==> src/rtl/yc_sync_sequencer.sv <==
// yc_sync_sequencer: colour-subcarrier phase and line-timing sequencer for Y/C video encoding
module yc_sync_sequencer #(
  parameter logic [39:0] RESET_PHASE_INC = 40'h2AAAAAAAAB,
  parameter int          CNT_MAX         = 511
) (
  input  logic        clk,
  input  logic        reset_n,
  input  logic        cfg_valid,
  output logic        cfg_ready,
  input  logic [39:0] cfg_phase_inc,
  input  logic        cfg_pal,
  input  logic        hsync,
  input  logic        vsync,
  output logic [7:0]  carrier_phase,
  output logic [7:0]  burst_phase,
  output logic        burst_gate,
  output logic        mod_gate,
  output logic        pal_flip,
  output logic [9:0]  line_count,
  output logic [1:0]  state
);

  localparam int CW = $clog2(CNT_MAX + 1);

  typedef enum logic [1:0] {S_SYNC, S_WAIT, S_BURST, S_ACTIVE} state_t;

  // Burst window {length, start} chosen from the carrier increment's integer part.
  function automatic logic [15:0] burst_tbl(input logic [7:0] k, input logic pal);
    return pal ? (k > 8'd56 ? {8'd85,  8'd40} :
                  k > 8'd37 ? {8'd108, 8'd40} :
                  k > 8'd28 ? {8'd130, 8'd40} :
                  k > 8'd18 ? {8'd173, 8'd60} : {8'd195, 8'd60})
               : (k > 8'd45 ? {8'd90,  8'd40} :
                  k > 8'd30 ? {8'd115, 8'd40} :
                  k > 8'd22 ? {8'd141, 8'd40} :
                  k > 8'd15 ? {8'd186, 8'd60} : {8'd211, 8'd60});
  endfunction

  localparam logic [15:0] RST_TBL = burst_tbl(RESET_PHASE_INC[39:32], 1'b0);

  logic          armed_q, hs_q, vs_q;
  logic          pend_q, pend_pal_q;
  logic [39:0]   pend_inc_q;
  logic [39:0]   act_inc_q, act_inc_d;
  logic          act_pal_q, act_pal_d;
  logic [39:0]   acc_q, acc_d;
  logic [7:0]    carrier_q, burst_q, carrier_d, offset;
  logic [7:0]    tbl_len_q, tbl_start_q;
  logic [15:0]   tbl_d;
  logic [CW-1:0] cnt_q, cnt_d;
  logic [31:0]   cnt_w;
  state_t        state_q, state_d;
  logic          burst_gate_q, mod_gate_q;
  logic          flip_q, flip_d;
  logic [9:0]    lc_q, lc_d;
  logic          hs_rise, vs_rise, take, apply;

  // Edges are only honoured once the delayed copies hold real samples,
  // so levels present at reset release never look like an edge.
  assign hs_rise   = armed_q & hsync & ~hs_q;
  assign vs_rise   = armed_q & vsync & ~vs_q;
  assign take      = cfg_valid & ~pend_q;
  assign apply     = pend_q & vs_rise;
  assign act_inc_d = apply ? pend_inc_q : act_inc_q;
  assign act_pal_d = apply ? pend_pal_q : act_pal_q;
  assign acc_d     = apply ? 40'd0 : acc_q + act_inc_q;
  assign carrier_d = acc_q[39:32];
  assign flip_d    = (vs_rise | ~act_pal_d) ? 1'b0 : hs_rise ? ~flip_q : flip_q;
  assign offset    = ~act_pal_d ? 8'd128 : flip_d ? 8'd160 : 8'd96;
  assign lc_d      = vs_rise ? 10'd0 : (hs_rise && lc_q != 10'd1023) ? lc_q + 10'd1 : lc_q;
  assign cnt_d     = hsync ? '0 : (cnt_q == CW'(CNT_MAX)) ? cnt_q : cnt_q + CW'(1);
  assign cnt_w     = 32'(cnt_q);
  assign tbl_d     = burst_tbl(act_inc_d[39:32], act_pal_d);

  assign cfg_ready     = ~pend_q;
  assign carrier_phase = carrier_q;
  assign burst_phase   = burst_q;
  assign burst_gate    = burst_gate_q;
  assign mod_gate      = mod_gate_q;
  assign pal_flip      = flip_q;
  assign line_count    = lc_q;
  assign state         = state_q;

  // Sync edge detectors: delayed copies plus an arm flag for the first sample.
  always_ff @(posedge clk or negedge reset_n) begin
    if (!reset_n) begin
      armed_q <= 1'b0;
      hs_q    <= 1'b0;
      vs_q    <= 1'b0;
    end else begin
      armed_q <= 1'b1;
      hs_q    <= hsync;
      vs_q    <= vsync;
    end
  end

  // Config slot: capture on handshake, hand over to the active set on a later vsync edge.
  always_ff @(posedge clk or negedge reset_n) begin
    if (!reset_n) begin
      pend_q      <= 1'b0;
      pend_inc_q  <= '0;
      pend_pal_q  <= 1'b0;
      act_inc_q   <= RESET_PHASE_INC;
      act_pal_q   <= 1'b0;
      tbl_len_q   <= RST_TBL[15:8];
      tbl_start_q <= RST_TBL[7:0];
    end else begin
      pend_q      <= take | (pend_q & ~apply);
      pend_inc_q  <= take ? cfg_phase_inc : pend_inc_q;
      pend_pal_q  <= take ? cfg_pal : pend_pal_q;
      act_inc_q   <= act_inc_d;
      act_pal_q   <= act_pal_d;
      tbl_len_q   <= tbl_d[15:8];
      tbl_start_q <= tbl_d[7:0];
    end
  end

  // Phase accumulator and the registered carrier/burst LUT indices.
  always_ff @(posedge clk or negedge reset_n) begin
    if (!reset_n) begin
      acc_q     <= '0;
      carrier_q <= 8'd0;
      burst_q   <= 8'd128;
    end else begin
      acc_q     <= acc_d;
      carrier_q <= carrier_d;
      burst_q   <= carrier_d + offset;
    end
  end

  // Line FSM next state; hsync always pulls the line back to SYNC.
  always_comb begin
    state_d = state_q;
    if (hsync) state_d = S_SYNC;
    else begin
      case (state_q)
        S_SYNC:  state_d = S_WAIT;
        S_WAIT:  state_d = (cnt_w >= 32'(tbl_start_q)) ? S_BURST : S_WAIT;
        S_BURST: state_d = (cnt_w > 32'(tbl_len_q)) ? S_ACTIVE : S_BURST;
        default: state_d = state_q;
      endcase
    end
  end

  // Line state, sample counter, gates registered from state, PAL flip and line counter.
  always_ff @(posedge clk or negedge reset_n) begin
    if (!reset_n) begin
      state_q      <= S_SYNC;
      cnt_q        <= '0;
      burst_gate_q <= 1'b0;
      mod_gate_q   <= 1'b0;
      flip_q       <= 1'b0;
      lc_q         <= 10'd0;
    end else begin
      state_q      <= state_d;
      cnt_q        <= cnt_d;
      burst_gate_q <= state_q == S_BURST;
      mod_gate_q   <= state_q == S_ACTIVE;
      flip_q       <= flip_d;
      lc_q         <= lc_d;
    end
  end

endmodule

==> config.mk <==
export PLATFORM = sky130hd
export DESIGN_NAME = yc_sync_sequencer
export DESIGN_NICKNAME = d
export VERILOG_FILES = /design/src/rtl/yc_sync_sequencer.sv
export SDC_FILE = /design/constraint.sdc
export NUM_CORES = 1
export LEC_CHECK = 0
export BUFFER_PORTS_ARGS = -buffer_cell sky130_fd_sc_hd__buf_2
export CAP_MARGIN = 10
export CORE_MARGIN = 2
export CORE_UTILIZATION = 55
export DETAILED_ROUTE_END_ITERATION = 7
export GPL_TIMING_DRIVEN = 0
export PLACE_DENSITY = 0.74
export REMOVE_ABC_BUFFERS = 1
export SLEW_MARGIN = 20
export SYNTH_ARGS = -nofsm -noshare
export SYNTH_HDL_FRONTEND = slang
export SYNTH_SLANG_ARGS = --single-unit
==> constraint.sdc <==
create_clock -name clk -period 3.2 [get_ports clk]
set_input_delay 0.32 -clock clk [delete_from_list [all_inputs] [get_ports clk]]
set_output_delay 0.32 -clock clk [all_outputs]
set_load 0.02 [all_outputs]
Word-level counts from Yosys, hierarchy flattened
Index checks and enable logic that the tools add are counted.
Widths: inputs -> output; s select.
{ "op_classes": {"bitwise_logic": 15, "mux": 24, "n_addsub": 4, "n_eq_ne": 6, "order_cmp": 10, "reduce_logical": 4} }
{ "ops": {"columns": ["operator", "count"], "rows": [
  ["$mux 16", 5],
  ["$mux 40", 2],
  ["$mux 15", 4],
  ["$add 40x40->40", 1],
  ["$gt 8x5->1 const B", 4],
  ["$gt 8x6->1 const B", 3],
  ["$mux 10", 2],
  ["$mux 9", 2],
  ["$mux 8", 2],
  ["$add 10x1->10 const B", 1],
  ["$ne 10x10->1 const B", 1],
  ["$add 9x1->9 const B", 1],
  ["$eq 9x9->1 const B", 1],
  ["$ge 9x8->1", 1],
  ["$gt 9x8->1", 1],
  ["$add 8x8->8", 1],
  ["$gt 8x4->1 const B", 1],
  ["$and 1x1->1", 7],
  ["$not 1->1", 6],
  ["$pmux 2 s3", 1],
  ["$eq 2x2->1 const B", 2],
  ["$mux 1", 4],
  ["$mux 2", 2],
  ["$reduce_bool 4->1", 1],
  ["other kinds (6)", 7]
]} }
{ "totals": {"inputBits": 46, "wordCells": 83, "output_inout_bits": 32, "register_bits": 182} }

Longest topological paths before layout
{ "depth": {"ltp_word": 10, "ltp_mapped": 10, "depth_no_buf": 10} }

Worst setup path before layout
Ideal clock, no wire load.
{ "synth_path": {"path_kind": "register -> register", "startpoint": "register act_inc_q[7]", "endpoint": "register acc_q[37]", "n_path_buf": 0, "setup_slack_ps": 627, "setup_time_ps": 120, "t_required_ps": 3080, "path_stages_with_launch": 10, "arrival_ps": 2454, "synth_period_minus_slack_ps": 2573, "cell_sequence": "dfstp_2 -> ha_1 -> and3_1 -> a221o_2 -> a21oi_2 -> nand2_1 -> a21oi_2 -> o21ai_1 -> or4_1 -> and3_1"} }
{ "synth_via": {"elab_chain_cells": 2} }
{ "synth_lines": {"columns": ["element", "line", "rtl"], "rows": [
  ["from (decl)", "44", "logic [39:0] act_inc_q, act_inc_d;"],
  ["from (signal assigned)", "111", "act_inc_q <= act_inc_d;"],
  ["$add 40x40->40", "66", "assign acc_d = apply ? 40'd0 : acc_q + act_inc_q;"],
  ["$mux 40", "66", null],
  ["via acc_d[37]", "46", "logic [39:0] acc_q, acc_d;"],
  ["to (signal assigned)", "121", "acc_q <= '0;"],
  ["to (signal assigned)", "125", "acc_q <= acc_d;"],
  ["to (decl)", "46", null]
]} }
The timed path passes the listed nets, and every way through them passes these cells.
A chain may end at the register's enable or synchronous reset.

Worst setup path after layout
{ "layout_path": {"startpoint": "register act_inc_q[0]", "endpoint": "register acc_q[38]"} }
Same word-level chain as after synthesis.

==> results.cfg <==
[die]
pin_count = 78
coreArea_sq_um = 16000
dieArea_sq_um = 17600
die_width_um = 133
rows = 46
start_util_pct = 56.8
die_h_um = 133

[logic_synthesis]
synthesis.area_sq_um = 9080
synthTopCellsByCount = 163 x nand2_1, 144 x dfrtp_1, 73 x nor2_1
syn-instance-count = 927
synthTopCellsByArea = dfrtp_1 40%, ha_1 8.0%, dfstp_2 7.5%, nand2_1 6.7%, mux2_2 5.1%
yosys.area.top_type_share_pct = 39.7
yosys_warnings = 0
yosys_register_bits = 170
yosys.area.top_type = dfrtp_1
yosys.cell_count.top_type = nand2_1
synth_edf_count = 0
yosysSeqAreaShare_pct = 47.2
async_reset_ff_share_pct = 100
avgSynthCellArea_sq_um = 9.80
synthFlopType = dfrtp_1
yosysUniqueCellTypes = 67

[drt]
ant_nets = 0
drt_iter0_markers = 364
viasPerCell = 5.56
dr.pass1.iters = 5
vias = 6775
wire_per_inst_um = 15.0
wirelength_um = 18200
drc = 0

[cells_and_area]
nets = 1095
finish.utilization_pct = 64.7
drive_gt1_share_pct = 20.3
antennaDiodeCount = 0
n_fill_cell = 1319
multi_input_area_sq_um = 4510
area_growth_syn_to_layout_pct = 13.9
seqCellArea_sq_um = 4290

[placement]
place.gp.congestion = 0.889
port_buffers = 77
dp_hpwl_um = 12800
place_ws_ns = 0.185

[worst_setup_path]
cpMaxStageDelayCell = dfstp_2
regToRegEndpoint = acc_q[38]$_DFF_PN0_
r2r_cells = 9
cp.arrival_ns = 3.34
cp-start-kind = register
endpoint_kind = register
worstSetupPathType = reg2reg
worstReg2RegStart = act_inc_q[0]$_DFFE_PN1N_
r2r_slack_ns = 0.23
worstPathCellList = ha_1 > fa_1 > a211oi_1 > o21bai_2 > a31oi_2 > o41ai_4 > a21oi_2 > or4_1 > nand3_1
required_ns = 3.57
crit_fanout = 5
cp_slowest_stage_delay_ns = 0.53

[grt]
track_usage_pct = 22.1
grt_antenna_before_repair = 0
grt_max_degree = 103
grt_pass1_wl_um = 31900
grt_pass1_vias = 6739
grt-ovfl-total = 0

[timing]
relSlewSlack_pct = 49.5
final_max_slew_viol_count = 0
period_minus_slack_ns = 2.97
hold_viol_final = 0
fmax_mhz = 337
setup_viol = 0
rsz0062_at_grt = no
period_share_pct = 92.7
worst_pin_slew_ns = 0.754
layout_setup_ws_ns = 0.234
skew_ns = 0.0210

[cts]
cts_sinks = 170
cts_resized = 0
cts_buffers = 17
clockBufferDepth = 2
htreeDepth = 4
cts-root-buf = clkbuf_16
cts_tree = done
clk_latency_ns = 0.44
clk_pin_slew_ns = 0.06

[hold_path]
hold_depth = 1
hold_path_end = vs_q$_DFF_PN0_
hp-class = in2reg
hold_start = vsync

[power]
power_density_nw_per_um2 = 990
p_leak_uw = 0.00497
vdd_drop_max_mv = 0.598

[status]
status = finished, final reports clean

[flow_run]
cap_violations = 0
==> metal layers <==
layer / routed length [um] / GRT usage [%] / share of wire, %
met1: 8500 / 29.2 / 47
met2: 8850 / 36.8 / 48
met3: 586 / 4.41 / 3.2
met4: 311 / 7.17 / 1.7
met5: 0 / 0 / 0
==> layout make-up <==
type / count / area share [%]
multi-input combinational: 683 / 43.6
sequential: 170 / 41.4
timing repair buffer: 87 / 5.15
clock buffer: 19 / 4.28
tap: 216 / 2.61
clock inverter: 13 / 1.86
inverter: 30 / 1.09
==> worst max-delay path, delay by kind of cell (launching register included) <==
family,cells,cell delay (ns)
flip-flops,1,0.53
adder cells (fa/ha/maj),2,0.45
AND/OR/NAND/NOR,2,0.62
AO/OA/AOI/OAI,5,1.30
==> where the power goes <==
part           internal, uW  switching [uW]  total [uW]
Sequential             2990             441        3430
Combinational          1930            2660        4600
Clock                  1340             874        2210
Total                  6260            3980       10200
==> cells by family (layout without fill, tap and decap cells) <==
family / after synthesis / count (layout) / synth area share (%)
xor+xnor: 47 / 47 / 4.53
simple gates: 339 / 339 / 16.9
other cells: 1 / 1 / 0.0413
flops: 170 / 170 / 47.2
fa+ha+maj: 60 / 60 / 8.43
buf+inv: 74 / 149 / 3.26
mux: 49 / 49 / 5.96
compound gates: 187 / 187 / 13.7
==> worst max-delay path by stage <==
stage                             start  cells after the start                       end  slack, ns
6_report       act_inc_q[0]$_DFFE_PN1N_                      9       acc_q[38]$_DFF_PN0_       0.23
2_1_floorplan            vs_q$_DFF_PN0_                      7  burst_phase[7]$_DFF_PN1_      -0.17
3_3_place_gp                      vsync                      8  burst_phase[7]$_DFF_PN1_      -1.65
4_1_cts                pend_q$_DFF_PN0_                     11    tbl_len_q[2]$_DFF_PN0_       0.16
3_5_place_dp           pend_q$_DFF_PN0_                     11    tbl_len_q[2]$_DFF_PN0_       0.18
5_1_grt              acc_q[0]$_DFF_PN0_                     10       acc_q[32]$_DFF_PN0_      0.009
==> repair_timing <==
item	4_1_cts	5_1_grt
hold buffers	1	0
endpoints found under the hold margin	62	0
endpoints found under the setup margin	0	1
setup buffers	0	3
==> flip-flops by register name (all words and copies together) (netlist names), 2 cells and up <==
signal         count
acc_q             40
act_inc_q         40
pend_inc_q        40
line_count        10
cnt_q              9
burst_phase        8
tbl_len_q          8
carrier_phase      3
state              2
==> cells in the final DEF (no fill, tap or decap), drive strengths merged, types with 14 or more instances in the layout <==
cell | Yosys | layout
nor3 | 14 | 14
nand3 | 18 | 18
inv | 30 | 33
o21ai | 42 | 42
mux2 | 41 | 41
nand2 | 163 | 163
clkbuf | 36 | 19
a21o | 29 | 29
nor2 | 73 | 73
buf | 8 | 86
dfstp | 26 | 26
dfrtp | 144 | 144
ha | 58 | 58
xor2 | 24 | 24
a21oi | 52 | 52
xnor2 | 23 | 23
==> through the flow <==
step / setup TNS (ns) / power, uW / area (sq um) / cells / hold WS, ns
after floorplan: -0.447 / 6930 / 8900 / 883 / 0.0244
after global placement: -157.53 / 7880 / 9560 / 1176 / 0.398
after detailed placement: 0 / 8030 / 9680 / 1182 / 0.316
after CTS: 0 / 10300 / 10300 / 1215 / 0.0256
after global routing: 0 / 11100 / 10300 / 1218 / 0.0286
final: 0 / 10200 / 10300 / 1218 / 0.0424
No activity file was read; power rests on OpenSTA's default activity.
